$ cat config.mk
export PLATFORM = sky130hd
export DESIGN_NAME = pn_age_scheduler
export DESIGN_NICKNAME = d
export VERILOG_FILES = /design/src/rtl/pn_age_scheduler.sv
export SDC_FILE = /design/constraint.sdc
export NUM_CORES = 1
export LEC_CHECK = 0
export ABC_AREA = 1
export BUFFER_PORTS_ARGS = -buffer_cell sky130_fd_sc_hd__buf_2
export CORE_MARGIN = 3
export CORE_UTILIZATION = 53
export CTS_CLUSTER_DIAMETER = 60
export DETAILED_ROUTE_END_ITERATION = 16
export GPL_TIMING_DRIVEN = 1
export PLACE_DENSITY = 0.77
export SYNTH_ARGS = -nofsm -noshare
export SYNTH_HDL_FRONTEND = slang
export SYNTH_SLANG_ARGS = --single-unit
$ cat constraint.sdc
create_clock -name clk -period 5.2 [get_ports clk]
set_input_delay 0.26 -clock clk [delete_from_list [all_inputs] [get_ports clk]]
set_output_delay 0.26 -clock clk [all_outputs]
set_load 0.02 [all_outputs]
$ cat src/rtl/pn_age_scheduler.sv
// rtl/pn_age_scheduler.sv - age-ordered port allocator for 4 flit slots
// Capture, sort-by-age and allocate stages; all outputs come straight from flops.
module pn_age_scheduler #(
  parameter int TIME_WIDTH = 8,
  parameter int CNT_WIDTH  = 16
) (
  input  logic                  clk,
  input  logic                  reset,
  input  logic                  stall,
  input  logic [3:0]            in_valid,
  input  logic [TIME_WIDTH-1:0] in_time0,
  input  logic [TIME_WIDTH-1:0] in_time1,
  input  logic [TIME_WIDTH-1:0] in_time2,
  input  logic [TIME_WIDTH-1:0] in_time3,
  input  logic [3:0]            in_prod0,
  input  logic [3:0]            in_prod1,
  input  logic [3:0]            in_prod2,
  input  logic [3:0]            in_prod3,
  output logic [3:0]            out_valid,
  output logic [1:0]            out_port0,
  output logic [1:0]            out_port1,
  output logic [1:0]            out_port2,
  output logic [1:0]            out_port3,
  output logic [3:0]            out_defl,
  output logic [1:0]            out_rank0,
  output logic [1:0]            out_rank1,
  output logic [1:0]            out_rank2,
  output logic [1:0]            out_rank3,
  output logic [CNT_WIDTH-1:0]  defl_cnt
);

  logic [TIME_WIDTH-1:0] in_time [4];
  logic [3:0]            in_prod [4];

  assign in_time[0] = in_time0;
  assign in_time[1] = in_time1;
  assign in_time[2] = in_time2;
  assign in_time[3] = in_time3;
  assign in_prod[0] = in_prod0;
  assign in_prod[1] = in_prod1;
  assign in_prod[2] = in_prod2;
  assign in_prod[3] = in_prod3;

  logic [3:0]            s1_valid;
  logic [TIME_WIDTH-1:0] s1_time [4];
  logic [3:0]            s1_prod [4];
  logic [1:0]            rr_ptr;

  logic [3:0]            s2_valid;
  logic [3:0]            s2_prod [4];
  logic [1:0]            s2_rank [4];

  logic [1:0]            port_q [4];
  logic [1:0]            rank_q [4];

  // Slot j goes ahead of slot i: valid first, then older time, then round-robin priority.
  function automatic logic ahead(input logic vj, input logic vi,
                                 input logic [TIME_WIDTH-1:0] tj, input logic [TIME_WIDTH-1:0] ti,
                                 input logic [1:0] pj, input logic [1:0] pi);
    if (vj != vi) return vj;
    if (vj && (tj != ti)) return tj < ti;
    return pj < pi;
  endfunction

  function automatic logic [1:0] lowest(input logic [3:0] m);
    if (m[0]) return 2'd0;
    if (m[1]) return 2'd1;
    if (m[2]) return 2'd2;
    return 2'd3;
  endfunction

  logic [1:0] pos [4];
  logic [1:0] sorted_rank [4];

  always_comb begin
    for (int i = 0; i < 4; i++) begin
      pos[i] = '0;
      for (int j = 0; j < 4; j++) begin
        if ((j != i) && ahead(s1_valid[j], s1_valid[i], s1_time[j], s1_time[i],
                              2'(j) - rr_ptr, 2'(i) - rr_ptr))
          pos[i] = pos[i] + 2'd1;
      end
    end
    for (int k = 0; k < 4; k++) begin
      sorted_rank[k] = '0;
      for (int i = 0; i < 4; i++)
        if (pos[i] == 2'(k)) sorted_rank[k] = 2'(i);
    end
  end

  logic [1:0] next_port [4];
  logic [3:0] next_defl;
  logic [3:0] free;
  logic [3:0] avail;
  logic [1:0] slot;
  logic [1:0] pick;

  always_comb begin
    free      = 4'hf;
    next_defl = '0;
    avail     = '0;
    slot      = '0;
    pick      = '0;
    for (int i = 0; i < 4; i++) next_port[i] = '0;
    for (int k = 0; k < 4; k++) begin
      slot  = s2_rank[k];
      avail = free & s2_prod[slot];
      if (s2_valid[slot]) begin
        if (avail != 4'd0) begin
          pick = lowest(avail);
        end else begin
          pick            = lowest(free);
          next_defl[slot] = 1'b1;
        end
        next_port[slot] = pick;
        free[pick]      = 1'b0;
      end
    end
  end

  logic [2:0]           defl_pop;
  logic [CNT_WIDTH:0]   cnt_sum;
  logic [CNT_WIDTH-1:0] cnt_next;

  always_comb begin
    defl_pop = {2'b0, next_defl[0]} + {2'b0, next_defl[1]}
             + {2'b0, next_defl[2]} + {2'b0, next_defl[3]};
    cnt_sum  = {1'b0, defl_cnt} + (CNT_WIDTH+1)'(defl_pop);
    cnt_next = cnt_sum[CNT_WIDTH] ? '1 : cnt_sum[CNT_WIDTH-1:0];
  end

  always_ff @(posedge clk) begin
    if (reset) begin
      s1_valid  <= '0;
      rr_ptr    <= '0;
      s2_valid  <= '0;
      out_valid <= '0;
      out_defl  <= '0;
      defl_cnt  <= '0;
      for (int i = 0; i < 4; i++) begin
        s2_rank[i] <= 2'(i);
        rank_q[i]  <= 2'(i);
        port_q[i]  <= '0;
      end
    end else if (!stall) begin
      s1_valid <= in_valid;
      if (|s1_valid) rr_ptr <= rr_ptr + 2'd1;
      s2_valid  <= s1_valid;
      out_valid <= s2_valid;
      out_defl  <= next_defl;
      defl_cnt  <= cnt_next;
      for (int i = 0; i < 4; i++) begin
        s1_time[i] <= in_time[i];
        s1_prod[i] <= in_prod[i];
        s2_prod[i] <= s1_prod[i];
        s2_rank[i] <= sorted_rank[i];
        rank_q[i]  <= s2_rank[i];
        port_q[i]  <= next_port[i];
      end
    end
  end

  assign out_port0 = port_q[0];
  assign out_port1 = port_q[1];
  assign out_port2 = port_q[2];
  assign out_port3 = port_q[3];
  assign out_rank0 = rank_q[0];
  assign out_rank1 = rank_q[1];
  assign out_rank2 = rank_q[2];
  assign out_rank3 = rank_q[3];

endmodule

==> flow_summary.ini <==
[timing]
relSlewSlack = 0.257
fin_crit_sh = 1.05
finalWorstSetupSlack_ps = -257
setup_tns_ps = -1220
worstMarginPinSlew_ps = 1110
fmax_mhz = 183
final-max-slew-violation-count = 0
rsz0062_at_grt = yes
finalSetupViolations = 8
finalClockSkew_ps = 9.66
period_needed_ps = 5460
hold_viol_final = 0

[clocking]
cts-htree-levels = 4
clk_pin_slew_ps = 50
cts.sinks = 122
cts_tree = done
cts_buffers = 17
clk_path_buf_depth = 2
root_buffer = clkbuf_16
clk_latency_ps = 420

[synth]
synth-seq-area-share = 0.444
yosys.area.top_type = edfxtp_1
synth-edff-count = 88
avgSynthCellArea_um2 = 8.49
synth_cell_types = 44
ys.flop_type = edfxtp_1
synthTopCellsByArea = edfxtp_1 35%, ha_1 10%, nand2_1 9.1%
synth_seq_cells = 122
ys_async_sr_fraction = 0
syn_inst = 881
synthesis.nets = 1000
synth_most_common_cell = nand2_1
synth.top_cell.area_share = 0.353
yosysWarnings = 0
syn_area_um2 = 7480
synth_common_cells = 182 x nand2_1, 144 x inv_1, 88 x edfxtp_1

[worst_setup_path]
path_depth = 40
slowest_stage = edfxtp_1
r2r_start = s2_rank[0][1]
reg2reg_depth = 40
critical_path_arrival_ps = 5820
critPathMaxFanout = 6
start_kind = flop
crit_path_end_kind = flop
worst_ep_required_time_ps = 5570
max_stage_delay_ps = 540
cp.buffers_inverters = 7
path_common_cell = nand2_2
startpoint = s2_rank[0][1]
crit_family = simple AND/OR/NAND/NOR gates
critPathKind = reg2reg

[placement]
dp_worst_setup_slack_ps = -100
place_congestion = 0.982
io_buffer_count = 94
dp_hpwl_mm = 14.0
post_dp_cell_area_um2 = 8410

[power_and_ir_drop]
ir_worst_vdd_mv = 0.254
power.density_nw_per_um2 = 345
leakagePower_nw = 4.55
power_w = 0.00338

[layout]
final_nets = 1184
fin_area_um2 = 9810
drive_above_1_share = 0.306
antenna_cells = 0
area_delta_synth_final_pct = 31.2
final_util = 0.727
fillers = 944

[floorplan]
start_util = 0.554
num_rows = 42
io_pins = 95
fp.dieArea_um2 = 15600
coreArea_um2 = 13500
die_h_um = 125
die_x_um = 125

[routing]
routed_wirelength_mm = 20.9
vias = 7086
wl_per_cell_um = 16.7
drc = 0
viasPerCell = 5.65
ant_nets = 0
firstDrtPassIters = 8
drtIter0Drc = 667

[global_routing]
grt_first_pass_wirelength_mm = 32.4
grt_overflow = 0
first_global_vias = 6883
grt_antenna_before_repair = 0
grt_max_degree = 48
grt_usage = 0.258

[min_path]
whs_path_depth = 1
hp-start = in_time0[5]
hold_class = in2reg

[run]
drv_cap = 0

[run_status]
violations = setup timing
status = finished with violations
[registers in the layout, summed over array words and instances (netlist names)]
register / count
defl_cnt: 16
s1_valid: 4
s2_valid: 4
port_q: 8
rr_ptr: 2
s1_prod: 16
rank_q: 8
out_defl: 4
s2_prod: 16
s1_time: 32
out_valid: 4
s2_rank: 8
[layout make-up]
type / instances / area [µm²] / area share
clock buffer: 18 / 429 / 0.0437
clock inverter: 14 / 178 / 0.0181
inverter: 152 / 586 / 0.0597
multi-input combinational: 597 / 3950 / 0.402
sequential: 122 / 3320 / 0.339
tap: 176 / 220 / 0.0224
timing repair buffer: 173 / 1120 / 0.114
timing repair inverter: 2 / 12.5 / 0.00128
[worst paths after layout]
path / endpoint / slack [ps]
setup / recovery: defl_cnt[14] / -260
hold / removal: s1_time[0][5] / 10
setup reg to reg: defl_cnt[14] / -260
hold reg to reg: s2_prod[1][0] / 410
[per-stage QoR]
step / hold slack, ps / std cells
after detailed placement: 405 / 1180
after global placement: 401 / 1180
after global routing: 1.81 / 1254
after floorplan: 359 / 881
after CTS: 0.458 / 1243
final: 13.1 / 1254
[layer usage]
layer	vias up	global-route usage	wire, µm
li1	3357	-	-
met1	3250	0.291	7730
met2	369	0.461	10800
met3	110	0.0545	1420
met4	0	0.125	980
met5	-	0	0
[worst reg2reg max path, delay by kind of cell (launching register included)]
family | cells | cell delay (ps)
fa+ha+maj | 3 | 1100
flops | 1 | 540
simple gates | 30 | 3170
buf+inv | 7 | 600
[report_power, final]
| group | leakage [nW] | internal (W) | switching (W) |
|---|---|---|---|
| logic | 3.14 | 0.000395 | 0.000624 |
| registers | 1.12 | 0.00111 | 0.0000428 |
| clock network | 0.289 | 0.000793 | 0.000420 |
| total | 4.55 | 0.00230 | 0.00109 |
[what timing repair did]
action	in CTS	in global routing
resized for setup	56	81
setup buffers	31	17
gates cloned	0	3
endpoints found under the hold margin	0	1
endpoints found under the setup margin	7	17
pin swaps	40	54
hold buffers	0	1
[cells in the final DEF, fill, tap and decap left out, types with 35 or more instances in the layout]
cell type / count
a21oi_1: 61
buf_2: 95
buf_4: 65
edfxtp_1: 88
ha_1: 61
inv_1: 136
nand2_1: 150
nand2_2: 35
nor2_1: 54
o21ai_0: 36
[kinds of logic (layout without fill, tap and decap cells)]
| kind of cell | Yosys count | count (layout) | synth area share |
|---|---|---|---|
| compound gates | 173 | 173 | 0.137 |
| xor+xnor | 10 | 10 | 0.0117 |
| fa+ha+maj | 64 | 64 | 0.110 |
| buf+inv | 162 | 359 | 0.0849 |
| flops | 122 | 122 | 0.444 |
| simple gates | 350 | 350 | 0.212 |
Note: power is estimated with default switching activity, not from simulation.
